==> src/rtl/axis_pl_to_ps_gearbox.sv <==
// axis_pl_to_ps_gearbox
// Splits wide AXI-Stream words from the ADC control path into RATIO narrow
// beats (lowest slice first), tags packet boundaries with a programmable
// tlast, and buffers the beats in a first-word-fall-through FIFO for the PS DMA.
module axis_pl_to_ps_gearbox #(
  parameter int IN_WIDTH   = 128,
  parameter int OUT_WIDTH  = 32,
  parameter int FIFO_DEPTH = 16
) (
  input  logic                        clk,
  input  logic                        rst,
  input  logic [IN_WIDTH-1:0]         s_axis_tdata,
  input  logic                        s_axis_tvalid,
  output logic                        s_axis_tready,
  output logic [OUT_WIDTH-1:0]        m_axis_tdata,
  output logic                        m_axis_tvalid,
  input  logic                        m_axis_tready,
  output logic                        m_axis_tlast,
  input  logic                        enable,
  input  logic                        flush,
  input  logic [15:0]                 pkt_len,
  output logic [$clog2(FIFO_DEPTH):0] fifo_level,
  output logic [31:0]                 pkt_count
);

  localparam int RATIO = IN_WIDTH / OUT_WIDTH;
  localparam int IDX_W = (RATIO > 1) ? $clog2(RATIO) : 1;
  localparam int AW    = $clog2(FIFO_DEPTH);
  localparam int LW    = AW + 1;
  localparam logic [IDX_W-1:0] LAST_IDX   = IDX_W'(RATIO - 1);
  localparam logic [LW-1:0]    FULL_LEVEL = LW'(FIFO_DEPTH);

  // Word buffer and slice selection
  logic [IN_WIDTH-1:0]  buf_word;
  logic                 buf_valid;
  logic [IDX_W-1:0]     slice_idx;
  logic [OUT_WIDTH-1:0] cur_slice;
  logic                 last_slice;

  // Handshake qualifiers
  logic accept;
  logic push;
  logic pop;

  // Packet framing
  logic [15:0] beat_cnt;
  logic [15:0] len_q;
  logic [15:0] eff_len;
  logic        push_last;

  // FIFO storage: {tlast, data}
  logic [OUT_WIDTH:0] mem [FIFO_DEPTH];
  logic [AW-1:0]      wr_ptr;
  logic [AW-1:0]      rd_ptr;
  logic [LW-1:0]      level;
  logic               fifo_full;
  logic               fifo_empty;
  logic [OUT_WIDTH:0] head;

  assign fifo_full  = (level == FULL_LEVEL);
  assign fifo_empty = (level == '0);
  assign last_slice = (slice_idx == LAST_IDX);

  // A new word may enter when the buffer is free, or when the final slice
  // leaves on this same edge so the next word follows without a bubble.
  // Gating with rst keeps tready low while reset is held.
  assign s_axis_tready = rst && enable && !flush &&
                         (!buf_valid || (last_slice && !fifo_full));
  assign accept        = s_axis_tvalid && s_axis_tready;

  // Flush overrides push and pop so the FIFO ends up empty.
  assign push = buf_valid && !fifo_full && !flush;
  assign pop  = !fifo_empty && m_axis_tready && !flush;

  // Select the slice currently addressed by slice_idx
  always_comb begin
    cur_slice = '0;
    for (int i = 0; i < RATIO; i++) begin
      if (slice_idx == IDX_W'(i)) begin
        cur_slice = buf_word[i*OUT_WIDTH +: OUT_WIDTH];
      end
    end
  end

  // Word buffer: load on accept, walk through slices as the FIFO takes them
  always_ff @(posedge clk or negedge rst) begin
    if (!rst) begin
      buf_word  <= '0;
      buf_valid <= 1'b0;
      slice_idx <= '0;
    end else if (flush) begin
      buf_valid <= 1'b0;
      slice_idx <= '0;
    end else if (accept) begin
      buf_word  <= s_axis_tdata;
      buf_valid <= 1'b1;
      slice_idx <= '0;
    end else if (push) begin
      if (last_slice) begin
        buf_valid <= 1'b0;
      end else begin
        slice_idx <= slice_idx + IDX_W'(1);
      end
    end
  end

  // The packet length in force is sampled at the start of each packet, so a
  // mid-packet change of pkt_len only applies from the next packet onward.
  assign eff_len   = (beat_cnt == 16'd0) ? pkt_len : len_q;
  assign push_last = (eff_len != 16'd0) && (beat_cnt == eff_len - 16'd1);

  // Beat counter and latched packet length; a zero length keeps the counter
  // parked at 0 so a newly programmed length takes effect immediately.
  always_ff @(posedge clk or negedge rst) begin
    if (!rst) begin
      beat_cnt <= '0;
      len_q    <= '0;
    end else if (flush) begin
      beat_cnt <= '0;
      len_q    <= '0;
    end else if (push) begin
      if (beat_cnt == 16'd0) begin
        len_q <= pkt_len;
      end
      if (push_last || (eff_len == 16'd0)) begin
        beat_cnt <= '0;
      end else begin
        beat_cnt <= beat_cnt + 16'd1;
      end
    end
  end

  // FIFO storage write; data words carry no reset
  always_ff @(posedge clk) begin
    if (push) begin
      mem[wr_ptr] <= {push_last, cur_slice};
    end
  end

  // FIFO pointers and exact occupancy
  always_ff @(posedge clk or negedge rst) begin
    if (!rst) begin
      wr_ptr <= '0;
      rd_ptr <= '0;
      level  <= '0;
    end else if (flush) begin
      wr_ptr <= '0;
      rd_ptr <= '0;
      level  <= '0;
    end else begin
      if (push) begin
        wr_ptr <= wr_ptr + AW'(1);
      end
      if (pop) begin
        rd_ptr <= rd_ptr + AW'(1);
      end
      case ({push, pop})
        2'b10:   level <= level + LW'(1);
        2'b01:   level <= level - LW'(1);
        default: level <= level;
      endcase
    end
  end

  // Completed packets: tlast beats taken by the PS
  always_ff @(posedge clk or negedge rst) begin
    if (!rst) begin
      pkt_count <= '0;
    end else if (pop && head[OUT_WIDTH]) begin
      pkt_count <= pkt_count + 32'd1;
    end
  end

  // Head of the FIFO is presented directly; zeroed while empty so stale
  // storage never shows on the bus.
  assign head          = mem[rd_ptr];
  assign m_axis_tvalid = !fifo_empty;
  assign m_axis_tdata  = fifo_empty ? '0 : head[OUT_WIDTH-1:0];
  assign m_axis_tlast  = !fifo_empty && head[OUT_WIDTH];
  assign fifo_level    = level;

endmodule

==> config.mk <==
export PLATFORM = sky130hd
export DESIGN_NAME = axis_pl_to_ps_gearbox
export DESIGN_NICKNAME = d
export VERILOG_FILES = /design/src/rtl/axis_pl_to_ps_gearbox.sv
export SDC_FILE = /design/constraint.sdc
export NUM_CORES = 1
export LEC_CHECK = 0
export CAP_MARGIN = 20
export CORE_ASPECT_RATIO = 1.2
export CORE_UTILIZATION = 59
export DETAILED_ROUTE_END_ITERATION = 8
export MAX_ROUTING_LAYER = met4
export PLACE_DENSITY = 0.8
export SLEW_MARGIN = 10
export SYNTH_ARGS = -nofsm -noshare
export SYNTH_HDL_FRONTEND = slang
export SYNTH_SLANG_ARGS = --single-unit
==> constraint.sdc <==
create_clock -name clk -period 8.3 [get_ports clk]
set_input_delay 1.66 -clock clk [delete_from_list [all_inputs] [get_ports clk]]
set_output_delay 1.66 -clock clk [all_outputs]
set_load 0.05 [all_outputs]
==> impl_metrics.csv <==
group,metric,value,unit
run_status,result_of_the_run,"finished clean",
min_path,hold_path_end,"pkt_count[31]",
final_layout,filler_cell_count,3309,
die,die-area,53600,um^2
placed_design,dp_hpwl,44.2,mm
logic_synthesis,most_repeated_cell_in_the_gate_level_netlist_after_synthesis,"edfxtp_1",
final_layout,area.sequential,21100,um^2
die,core_area,51700,um^2
placed_design,gp_routability_congestion,0.944,
global_route,grt_first_pass_wirelength,114,mm
global_route,grt_remaining_overflow,0,
logic_synthesis,synth.largest_area_cell,"edfxtp_1",
critical_path,timing_worst_setup_path_type,"register to output port",
sta,total_count_of_hold_check_failures_in_the_final_report,0,
critical_path,crit_path_start,"rd_ptr[0]",
die,placementRows,91,
sta,timing.final.crit_period,6.00,ns
global_route,antenna_found_initial,3,
die,dieWidth,211,um
pwr,power.density,281,nW/um^2
clock_tree,clkSinkCount,736,
critical_path,sort_of_element_at_the_end_of_the_critical_path,"output port",
logic_synthesis,synth_cells,2130,
detailed_routing,final_antenna_net_count,0,
die,floorplan.initialDensity,60.1,%
logic_synthesis,synth_cell_types,59,
detailed_routing,routed_via_density,6.10,
clock_tree,clkTransAtPathRegs,0.06,ns
sta,tightest_slew,1.02,ns
sta,grt_setup_unrepaired,"no",
logic_synthesis,syn_nets,2297,
min_path,whs_path_depth,1,
detailed_routing,route.final.wire_length,74.0,mm
logic_synthesis,synth.area.top_cells,"edfxtp_1 51%, dfrtp_1 17%, mux4_2 5.0%",
sta,final-max-slew-violation-count,0,
logic_synthesis,synthesis.area,31100,um^2
critical_path,critPathArrivalTime,4.34,ns
critical_path,timing.rr.end,"mem[1][32]",
critical_path,reg2reg_depth,16,
logic_synthesis,synth.cells.most_frequent,"528 x edfxtp_1, 217 x nor2_1, 208 x dfrtp_1",
detailed_routing,firstDrtPassIters,8,
logic_synthesis,synth-main-ff-cell,"edfxtp_1",
clock_tree,clock_insertion_delay_worst_skew,0.60,ns
critical_path,critical_path_required,6.64,ns
logic_synthesis,syn-mean-instance-area,14.6,um^2
final_layout,area_growth_syn_to_layout,17.8,%
sta,finalSetupViolCount,0,
final_layout,multi_input_area,9590,um^2
logic_synthesis,fraction_of_registers_with_async_set_reset,28.3,%
final_layout,num-nets-final,2531,
logic_synthesis,ys_warn_count,0,
detailed_routing,avgRoutedWirePerCell,23.8,um
logic_synthesis,synth_seq_area_share,67.8,%
sta,timing.final.crit_share,72.3,%
logic_synthesis,ys_ff_latch,736,
final_layout,fin_util,70.8,%
min_path,hold_class,"register to register",
sta,timing.max_slew.rel_slack,32.3,%
logic_synthesis,synth-edff-count,528,
global_route,grt_start_max_net_pins,80,
placed_design,port-buffer-count,221,
detailed_routing,vias,19000,
critical_path,setup.worst_path.start_class,"register",
detailed_routing,drt_iter0_drc,1795,
clock_tree,root_buffer,"clkbuf_16",
sta,max_clock_freq,167,MHz
final_layout,layout-drive-gt1-share,16.5,%
die,die_height,253,um
pwr,vdd.ir_drop.worst,259,uV
critical_path,setup.reg_to_reg.worst_slack,3.02,ns
logic_synthesis,synth.top_cell.area_share,51.1,%
clock_tree,cts_hold_repair.buffers,0,
global_route,first_global_vias,19700,
pwr,leakagePower,12.8,nW
clock_tree,cts_tree,"yes",
clock_tree,htree_num_levels,3,
clock_tree,cts_buffers,69,
detailed_routing,remaining_drc_errors,0,
critical_path,crit-reg2reg-launch,"beat_cnt[0]",
min_path,holdCritStartpoint,"pkt_count[31]",
clock_tree,ctsLongestPathBuffers,3,
sta,fin_setup_tns,0,ns
clock_tree,post_cts_resize_count,0,
die,number_of_ports_placed_on_the_die_boundary,222,
global_route,groute.usage.overall,29.3,%
job,cap_viol_max_count,0,
clock_tree,postCtsSetupBuffers,0,
sta,clock-skew-final,0.0241,ns
critical_path,critical_path_peak_fanout,50,
-- worst max-delay path: stages, from the launching register on --
cell and delay, ns:
dfrtp_4 1.04, buf_4 0.53, mux2i_1 0.14, nor2_1 0.10
nor2_1 0.06, o21ai_0 0.13, o21ai_0 0.13, a211oi_1 0.61
clkdlybuf4s50_1 0.95
-- report_power, final --
part	internal (mW)	switching [mW]	total, mW
Clock	1.84	1.32	3.16
Sequential	4.37	0.192	4.56
Combinational	1.03	1.54	2.57
-- layout make-up --
cell class,count,area share (%)
antenna,2,0.0137
clock buffer,86,5.09
clock inverter,34,1.01
inverter,10,0.103
multi-input combinational,1255,26.2
sequential,736,57.6
tap,697,2.38
timing repair buffer,292,7.58
-- registers in the layout, indices dropped and copies added (netlist names) --
name	count
rd_ptr	4
len_q	16
wr_ptr	4
mem	528
beat_cnt	16
pkt_count	32
slice_idx	2
buf_valid	1
buf_word	128
fifo_level	5
-- through the flow --
stage / setup slack, ns / std cells / hold WS (ns) / power [mW] / cell area, um^2
6_report: 2.30 / 3112 / 0.469 / 10.3 / 36600
5_1_grt: 2.10 / 3112 / 0.495 / 10.6 / 36600
4_1_cts: 1.84 / 3107 / 0.469 / 10.3 / 36500
3_5_place_dp: 2.44 / 2987 / 0.459 / 7.19 / 34300
3_3_place_gp: 2.48 / 2987 / 0.458 / 7.11 / 34300
2_1_floorplan: 2.49 / 2130 / 0.481 / 6.30 / 31100
-- worst max path at each step --
stage	endpoint	slack, ns
floorplan	mem[0][0]	2.49
global placement	m_axis_tdata[29]	2.48
detailed placement	mem[1][32]	2.44
CTS	m_axis_tdata[29]	1.84
global route	m_axis_tdata[29]	2.10
finish	m_axis_tdata[29]	2.30
-- cells in the final DEF, fill, tap and decap left out, types with 3 or more instances in the layout --
cell type / n
a211oi_1: 36
a21o_1: 11
a21oi_1: 90
and3_1: 13
buf_4: 68
bufinv_16: 8
clkbuf_1: 11
clkbuf_16: 70
clkbuf_8: 6
clkdlybuf4s50_1: 219
clkinv_1: 13
clkinv_2: 8
dfrtp_1: 204
dfrtp_2: 3
edfxtp_1: 528
ha_1: 13
ha_2: 3
inv_1: 10
mux2_2: 129
mux2i_1: 142
mux4_2: 69
nand2_1: 169
nand2b_1: 9
nand3_1: 28
nand4_1: 17
nor2_1: 205
nor2_4: 12
nor3_1: 16
nor3b_1: 10
nor4_1: 14
nor4_2: 5
o21ai_0: 100
o221ai_1: 33
o22ai_1: 9
o2bb2ai_1: 3
or3_1: 6
xnor2_1: 45
xor2_1: 27
-- routing by layer --
metal / wire length (um) / share of wire (%) / vias to the layer above / GRT usage [%]
met1: 28400 / 38 / 9519 / 37.0
met2: 36700 / 50 / 829 / 47.4
met5: 0 / 0 / - / -
met3: 6700 / 9.1 / 138 / 5.95
li1: - / - / 8484 / -
met4: 2250 / 3.0 / 0 / 10.5
-- kinds of logic (layout without fill, tap and decap cells) --
kind of cell | Yosys count | after routing | synth area share, %
buffers and inverters | 139 | 422 | 1.77
AO/OA/AOI/OAI | 301 | 301 | 5.96
other | 0 | 2 | 0
flip-flops | 736 | 736 | 67.8
multiplexers | 340 | 340 | 14.3
adder cells (fa/ha/maj) | 17 | 17 | 0.709
XOR/XNOR | 72 | 72 | 2.03
AND/OR/NAND/NOR | 525 | 525 | 7.46
No activity file was read; power rests on OpenSTA's default activity.
